--- src/rtl/keypad_scanner.sv ---
// Matrix-keypad scanner: one-cold row ring, synchronised columns, press/release debounce, key encoding.
// Optional auto-repeat while a key is held is enabled by defining KEYPAD_REPEAT_EN.
module keypad_scanner #(
    parameter int  ROWS         = 4,
    parameter int  COLS         = 4,
    parameter int  SCAN_DIV     = 1000,
    parameter int  DEBOUNCE     = 4,
    parameter int  REPEAT_TICKS = 250,
    localparam int CW           = (ROWS * COLS > 1) ? $clog2(ROWS * COLS) : 1
) (
    input  logic            clk,
    input  logic            reset,
    input  logic            enable,
    input  logic [COLS-1:0] col,
    output logic [ROWS-1:0] row,
    output logic [CW-1:0]   key_code,
    output logic            key_valid,
    output logic            key_held
);
    localparam int RW  = $clog2(ROWS);
    localparam int CLW = (COLS > 1) ? $clog2(COLS) : 1;
    localparam int SW  = $clog2(SCAN_DIV);
    localparam int DW  = $clog2(DEBOUNCE + 1);
    localparam logic [SW-1:0]   CNT_LAST = SW'(SCAN_DIV - 1);
    localparam logic [DW-1:0]   DEB_DONE = DW'(DEBOUNCE);
    localparam logic [ROWS-1:0] ROW_RST  = {{(ROWS-1){1'b1}}, 1'b0};

    typedef enum logic [1:0] {S_SCAN, S_DEB, S_HELD} state_t;

    state_t          state_q, state_d;
    logic [COLS-1:0] col_meta_q, col_sync_q;
    logic [SW-1:0]   cnt_q;
    logic [ROWS-1:0] row_q, row_d, row_next;
    logic [RW-1:0]   cand_row_q, cand_row_d, row_idx;
    logic [CLW-1:0]  cand_col_q, cand_col_d, low_col;
    logic [DW-1:0]   deb_cnt_q, deb_cnt_d, rel_cnt_q, rel_cnt_d;
    logic [CW-1:0]   key_code_q, key_code_d;
    logic            key_valid_q, key_valid_d, key_held_q, key_held_d;
    logic            tick, row_ok, any_low, accept;
    int              row_zeros;
`ifdef KEYPAD_REPEAT_EN
    localparam int RPW = (REPEAT_TICKS > 1) ? $clog2(REPEAT_TICKS) : 1;
    localparam logic [RPW-1:0] REP_LAST = RPW'(REPEAT_TICKS - 1);
    logic [RPW-1:0] rep_cnt_q, rep_cnt_d;
`endif

    assign tick    = enable && (cnt_q == CNT_LAST);
    assign any_low = ~&col_sync_q;

    // Row index of the driven row, plus a sanity check that exactly one row is low.
    always_comb begin
        row_idx   = '0;
        row_zeros = 0;
        for (int i = 0; i < ROWS; i++) begin
            if (!row_q[i]) begin
                row_idx = RW'(i);
                row_zeros++;
            end
        end
        row_ok = (row_zeros == 1);
    end

    always_comb begin
        low_col = '0;
        for (int i = COLS - 1; i >= 0; i--) begin
            if (!col_sync_q[i]) low_col = CLW'(i);
        end
    end

    assign row_next = row_ok ? {row_q[ROWS-2:0], row_q[ROWS-1]} : ROW_RST;

    always_comb begin
        state_d     = state_q;
        row_d       = row_q;
        cand_row_d  = cand_row_q;
        cand_col_d  = cand_col_q;
        deb_cnt_d   = deb_cnt_q;
        rel_cnt_d   = rel_cnt_q;
        key_code_d  = key_code_q;
        key_valid_d = 1'b0;
        key_held_d  = key_held_q;
        accept      = 1'b0;
`ifdef KEYPAD_REPEAT_EN
        rep_cnt_d   = rep_cnt_q;
`endif
        if (tick) begin
            if (!row_ok) begin
                row_d      = ROW_RST;
                state_d    = S_SCAN;
                key_held_d = 1'b0;
            end else begin
                case (state_q)
                    S_SCAN: begin
                        if (any_low) begin
                            cand_row_d = row_idx;
                            cand_col_d = low_col;
                            deb_cnt_d  = DW'(1);
                            if (DEBOUNCE == 1) accept = 1'b1;
                            else               state_d = S_DEB;
                        end else begin
                            row_d = row_next;
                        end
                    end
                    S_DEB: begin
                        if (!col_sync_q[cand_col_q]) begin
                            deb_cnt_d = deb_cnt_q + 1'b1;
                            if (deb_cnt_d == DEB_DONE) accept = 1'b1;
                        end else begin
                            state_d = S_SCAN;
                            row_d   = row_next;
                        end
                    end
                    S_HELD: begin
                        rel_cnt_d = col_sync_q[cand_col_q] ? rel_cnt_q + 1'b1 : '0;
                        if (rel_cnt_d == DEB_DONE) begin
                            key_held_d = 1'b0;
                            state_d    = S_SCAN;
                            row_d      = row_next;
`ifdef KEYPAD_REPEAT_EN
                            rep_cnt_d  = '0;
                        end else if (rep_cnt_q == REP_LAST) begin
                            rep_cnt_d   = '0;
                            key_valid_d = 1'b1;
                        end else begin
                            rep_cnt_d = rep_cnt_q + 1'b1;
`endif
                        end
                    end
                    default: state_d = S_SCAN;
                endcase
            end
        end
        // Accept may come straight from SCAN when a single tick of debounce suffices.
        if (accept) begin
            key_code_d  = CW'(int'(cand_row_d) * COLS + int'(cand_col_d));
            key_valid_d = 1'b1;
            key_held_d  = 1'b1;
            rel_cnt_d   = '0;
            state_d     = S_HELD;
`ifdef KEYPAD_REPEAT_EN
            rep_cnt_d   = '0;
`endif
        end
    end

    always_ff @(posedge clk or negedge reset) begin
        if (!reset) begin
            col_meta_q  <= '1;
            col_sync_q  <= '1;
            cnt_q       <= '0;
            state_q     <= S_SCAN;
            row_q       <= ROW_RST;
            cand_row_q  <= '0;
            cand_col_q  <= '0;
            deb_cnt_q   <= '0;
            rel_cnt_q   <= '0;
            key_code_q  <= '0;
            key_valid_q <= 1'b0;
            key_held_q  <= 1'b0;
`ifdef KEYPAD_REPEAT_EN
            rep_cnt_q   <= '0;
`endif
        end else begin
            col_meta_q  <= col;
            col_sync_q  <= col_meta_q;
            if (enable) cnt_q <= (cnt_q == CNT_LAST) ? '0 : cnt_q + 1'b1;
            state_q     <= state_d;
            row_q       <= row_d;
            cand_row_q  <= cand_row_d;
            cand_col_q  <= cand_col_d;
            deb_cnt_q   <= deb_cnt_d;
            rel_cnt_q   <= rel_cnt_d;
            key_code_q  <= key_code_d;
            key_valid_q <= key_valid_d;
            key_held_q  <= key_held_d;
`ifdef KEYPAD_REPEAT_EN
            rep_cnt_q   <= rep_cnt_d;
`endif
        end
    end

    assign row       = row_q;
    assign key_code  = key_code_q;
    assign key_valid = key_valid_q;
    assign key_held  = key_held_q;
endmodule

--- config.mk ---
export PLATFORM = sky130hd
export DESIGN_NAME = keypad_scanner
export DESIGN_NICKNAME = d
export VERILOG_FILES = /design/src/rtl/keypad_scanner.sv
export SDC_FILE = /design/constraint.sdc
export NUM_CORES = 1
export LEC_CHECK = 0
export CAP_MARGIN = 20
export CORE_MARGIN = 2
export CORE_UTILIZATION = 46
export DETAILED_ROUTE_END_ITERATION = 10
export HOLD_SLACK_MARGIN = 0.02
export PLACE_DENSITY = 0.75
export SYNTH_ARGS = -nofsm -noshare
export SYNTH_HDL_FRONTEND = slang
export SYNTH_SLANG_ARGS = --single-unit
--- constraint.sdc ---
create_clock -name clk -period 2.7 [get_ports clk]
set_clock_uncertainty 0.15 [all_clocks]
set_input_delay 0.54 -clock clk [delete_from_list [all_inputs] [get_ports clk]]
set_output_delay 0.54 -clock clk [all_outputs]
set_load 0.03 [all_outputs]
Yosys cells after proc, flatten, opt, wreduce, memory -nomap -nowiden:

Index checks and enable logic that the tools add are counted.

* register bits after elaboration: 40
* bits of input ports: 7
* output and inout bits: 10

* add/subtract/negate cells: 7
* magnitude comparators: 1
* equality and inequality tests: 17
* mux-type cells: 53
* reduce and logical (&&, ||, !) cells: 12

Operator list (count)
* adder 32 x 2 -> 32 bit (second input constant): 3
* two-way mux 32 bit: 3
* two-way mux 2 bit: 20
* == test 32 x 2 -> 1 bit (second input constant): 1
* two-way mux 3 bit: 7
* two-way mux 4 bit: 4
* two-way mux 1 bit: 14
* inequality test 4 bit (second input constant): 3
* one-hot mux 4 bit (3 select lines): 1
* adder 10 x 1 -> 10 bit (second input constant): 1
* == test 10 bit (second input constant): 1
* two-way mux 10 bit: 1
* AND reduction 5 bit: 2
* inequality test 3 bit (second input constant): 3
* AND reduction 4 bit: 2
* nonzero test 2 bit: 4
* adder 3 x 1 -> 3 bit (second input constant): 2
* == test 3 bit (second input constant): 2
* inequality test 3 x 1 -> 1 bit (second input constant): 2
* one-hot mux 2 bit (3 select lines): 1
* one-hot mux 3 bit (2 select lines): 1
* AND reduction 3 bit: 2
* adder 4 x 2 -> 4 bit: 1
* inequality test 2 bit (second input constant): 2
* other kinds (7): 7

Longest topological paths before layout:

* depth after elaboration: 12
* mapped depth: 10
* depth with buffers taken out: 10

Least setup slack after synthesis:

No wires, ideal clock.

* path kind: reg2reg
* start point: register row_q[1] (netlist: row[1])
* end point: register deb_cnt_q[1]
* setup time: 0.120 ns
* data arrival time: 2.768 ns
* data required time: 2.430 ns
* path slack: -0.338 ns
* stages on the path, launching flop included: 11
* period minus slack after synthesis: 3.038 ns
* cell sequence: dfstp_2 inv_1 ha_1 nor2b_1 nor2_1 ha_1 nor2b_1 xnor2_1 a21oi_2 nor4b_2 a31o_2

* longest elaborated chain between the ends: 7

RTL lines
* start: declaration: line 33 `logic [ROWS-1:0] row_q, row_d, row_next;`
* start signal: assignment: line 168 `row_q <= row_d;`
* two-way mux 32 bit *: line 55 `if (!row_q[i]) begin`
* adder 32 x 2 -> 32 bit: line 57 `row_zeros++;`
* two-way mux 32 bit *: line 55
* adder 32 x 2 -> 32 bit: line 57
* two-way mux 32 bit *: line 55
* == test 32 x 2 -> 1 bit *: line 60 `row_ok = (row_zeros == 1);`
* AND reduction 5 bit (no line) *
* end signal: assignment: line 171 `deb_cnt_q <= deb_cnt_d;`
* end: declaration: line 36 `logic [DW-1:0] deb_cnt_q, deb_cnt_d, rel_cnt_q, rel_cnt_d;`

Every way passes the cells marked *; elsewhere a longest branch is shown, timed or not.
A chain may end at the register's enable or synchronous reset.

Worst setup path in the final report:

* start point: register row_q[1] (netlist: row[1])
* end point: register cand_row_q[1]

* longest elaborated chain between the ends: 8

RTL lines
* two-way mux 32 bit *: line 55
* adder 32 x 2 -> 32 bit: line 57
* two-way mux 32 bit *: line 55
* adder 32 x 2 -> 32 bit: line 57
* two-way mux 32 bit *: line 55
* == test 32 x 2 -> 1 bit *: line 60
* two-way mux 2 bit *: line 87 `if (!row_ok) begin`
* two-way mux 2 bit *: line 86 `if (tick) begin`
* via cand_row_d[1]: line 34 `logic [RW-1:0] cand_row_q, cand_row_d, row_idx;`
* end signal: assignment: line 169 `cand_row_q <= cand_row_d;`
* end: declaration: line 34

Mark *: on every way through the listed nets, which the timed path passes. The rest lies on a longest branch.

==> results.yml <==
yosys:
  synth-edff-count: 0
  yosys_warnings: 0
  synth_cell_types: 49
  synth.ff_latch_count: 40
  synth_flop_cell: "dfrtp_1"
  netlist_instances: 216
  syn_nets: 233
  avgSynthCellArea_sq_um: 10.4
  ys_seq_area_share_pct: 45.3
  async_flop_share_pct: 100
  synthesis.area_sq_um: 2240
clocking:
  htreeDepth: 2
  clk_path_buf_depth: 2
  cts_tree: "yes"
  path_clk_slew_ns: 0.09
  cts_root_buf: "clkbuf_8"
  postCtsHoldBufs: 0
  clkLatencyLatePin_ns: 0.30
  clock-sinks: 40
  cts_made_buffers: 5
setup_path:
  worst-setup-path-type: "reg -> reg"
  r2r_cells: 10
  arrival_ns: 2.76
  critPathBufInv: 1
  worst_path_largest_cell_delay_ns: 0.54
  crit_path_top_delay_cell: "dfstp_2"
  crit_top_cell: "nor2_2"
  critPathMaxFanout: 5
  path_depth: 10
  cp-start-kind: "flop"
  critPathTopFamily: "adder cells"
  cp_data_required_time_ns: 2.74
  path_cells: "inv_2 -> ha_4 -> nor2b_4 -> nor2_2 -> ha_1 -> nor2_2 -> o21ai_4 -> a211oi_4 -> and2b_2 -> mux2_4"
  reg2reg_slack_ns: -0.02
  critPathCaptureType: "flop"
sta:
  grt_setup_unrepaired: "yes"
  finalSetupViolations: 2
  worstMarginPinSlew_ns: 0.870
  min_period_over_period_pct: 101
  holdWs_ns: 0.205
  drv_slew: 0
  hold_violations: 0
  relSlewSlack_pct: 42.0
  fin_crit_ns: 2.72
  finalWorstSetupSlack_ns: -0.0164
  max_freq_mhz: 368
global_routing:
  grt_pass1_wl_um: 6960
  grt_usage_pct: 16.8
  globalRouteMet3Util_pct: 4.53
  grt_max_degree: 41
  antenna_found_initial: 0
  gr-usage-met2_pct: 26.4
  grt-busiest-layer: "met2"
  grt_pass1_vias: 1506
  grt.overflow.total: 0
  met1_usage_pct: 23.2
floorplan:
  start_util_pct: 47.4
  rows: 25
  coreArea_sq_um: 4720
  die_area_sq_um: 5440
  die_w_um: 73.8
  dieHeight_um: 73.8
  ioPinCount: 17
cells_and_area:
  final_util_pct: 59.4
  fin_nets: 271
  final_layout_size_suffix_gt1_share_pct: 27.5
  n_antenna_cell: 0
  final_cell_mix: "dfrtp_1 (29), nand2_1 (21), buf_4 (19)"
  area_delta_synth_final_pct: 25.3
  final_common_cell: "dfrtp_1"
route:
  num_vias: 1691
  wirelength_um: 4330
  drc: 0
  dr.pass1.iters: 4
  drtIter0Drc: 59
  antenna_left: 0
  wire_per_inst_um: 13.5
  viasPerCell: 5.25
placed_design:
  place_hpwl_um: 3210
  port_buffers: 16
  place_congestion: 0.783
min_path:
  hold_path.class: "in -> async"
pwr:
  ir_drop_uv: 473
  leakagePower_uw: 0.00117
  power.density_nw_per_um2: 466
run_status:
  violations: "negative setup slack"
  outcome: "finished, violations left"
flow_run:
  maxCapViolCount: 0
## final cells by class
type	instances	area (sq um)
Timing Repair Buffer	35	298
Fill cell	390	1920
Multi-Input combinational cell	154	1220
Clock buffer	6	82.6
Sequential cell	40	1010
Tap cell	67	83.8
Inverter	18	67.6
Clock inverter	2	38.8
## stage by stage
stage                     instances  instance area (sq um)  worst slack (ns)  setup TNS (ns)  total power (uW)
final                           322                   2810           -0.0164         -0.0318              1310
after floorplan                 216                   2290           -0.0444          -0.108               759
after global placement          312                   2640          -0.00986         -0.0143               805
after CTS                       320                   2770            0.0102               0              1320
after global routing            322                   2810            -0.102          -0.657              1370
after detailed placement        312                   2640           -0.0259         -0.0698               807
## worst reg2reg max path: cells and delay by family, from the launching register on
| family | cells | cell delay [ns] |
|---|---|---|
| adders and majority gates | 2 | 0.58 |
| and+or+nand+nor | 4 | 0.55 |
| DFF | 1 | 0.54 |
| AOI/OAI and AO/OA | 2 | 0.43 |
| muxes | 1 | 0.30 |
| buffers and inverters | 1 | 0.04 |
## flip-flops by register name (all words and copies together), names as in the netlist
register / flops
cand_col_q: 2
cand_row_q: 2
cnt_q: 10
col_meta_q: 4
col_sync_q: 4
deb_cnt_q: 3
key_code: 4
key_held: 1
key_valid: 1
rel_cnt_q: 3
row: 4
state_q: 2
## cell families (layout without fill, tap and decap cells)
logic type / Yosys count / after routing / share of synthesized area, %
compound gates: 55 / 55 / 17.7
xor+xnor: 6 / 6 / 2.35
fa+ha+maj: 10 / 10 / 5.59
buf+inv: 22 / 61 / 3.69
flops: 40 / 40 / 45.3
mux: 16 / 16 / 8.94
simple gates: 67 / 67 / 16.5
## cell usage after synthesis (4+ instances only)
cell,number,share of area (%)
mux2_2,6,3.0
nand4_1,7,2.0
nor2_1,6,1.0
mux2i_1,5,2.2
nor2b_1,5,1.4
a21oi_1,15,3.4
nand2_1,21,3.5
dfstp_2,11,13
o21ai_0,14,3.1
clkbuf_1,4,0.67
mux2_4,4,2.7
nor3_1,6,1.3
inv_1,18,3.0
dfrtp_1,29,32
ha_1,10,5.6
xnor2_1,5,2.0
or3_1,6,1.7
## final timing paths
kind / end / from
max: cand_row_q[1] / row[1]
min: key_code[1] / reset
max reg2reg: cand_row_q[1] / row[1]
min reg2reg: col_sync_q[3] / col_meta_q[3]
max in group asynchronous: cnt_q[2] / reset
min in group clk: col_sync_q[3] / col_meta_q[3]
## power breakdown
part / switching (uW) / total (uW) / internal (uW)
Combinational: 53.5 / 107 / 53.9
Sequential: 45.4 / 689 / 643
Clock: 209 / 511 / 302
## layer usage
layer	part of all wire [%]	vias up
li1	-	863
met4	1.0	0
met2	46	23
met3	2.8	7
met5	0	-
met1	50	798
## timing repair
action,CTS,global route
setup endpoints to repair,0,19
hold endpoints to repair,0,0
resized for setup,0,6
setup buffers,0,2
Note: power is estimated with default switching activity, not from simulation.
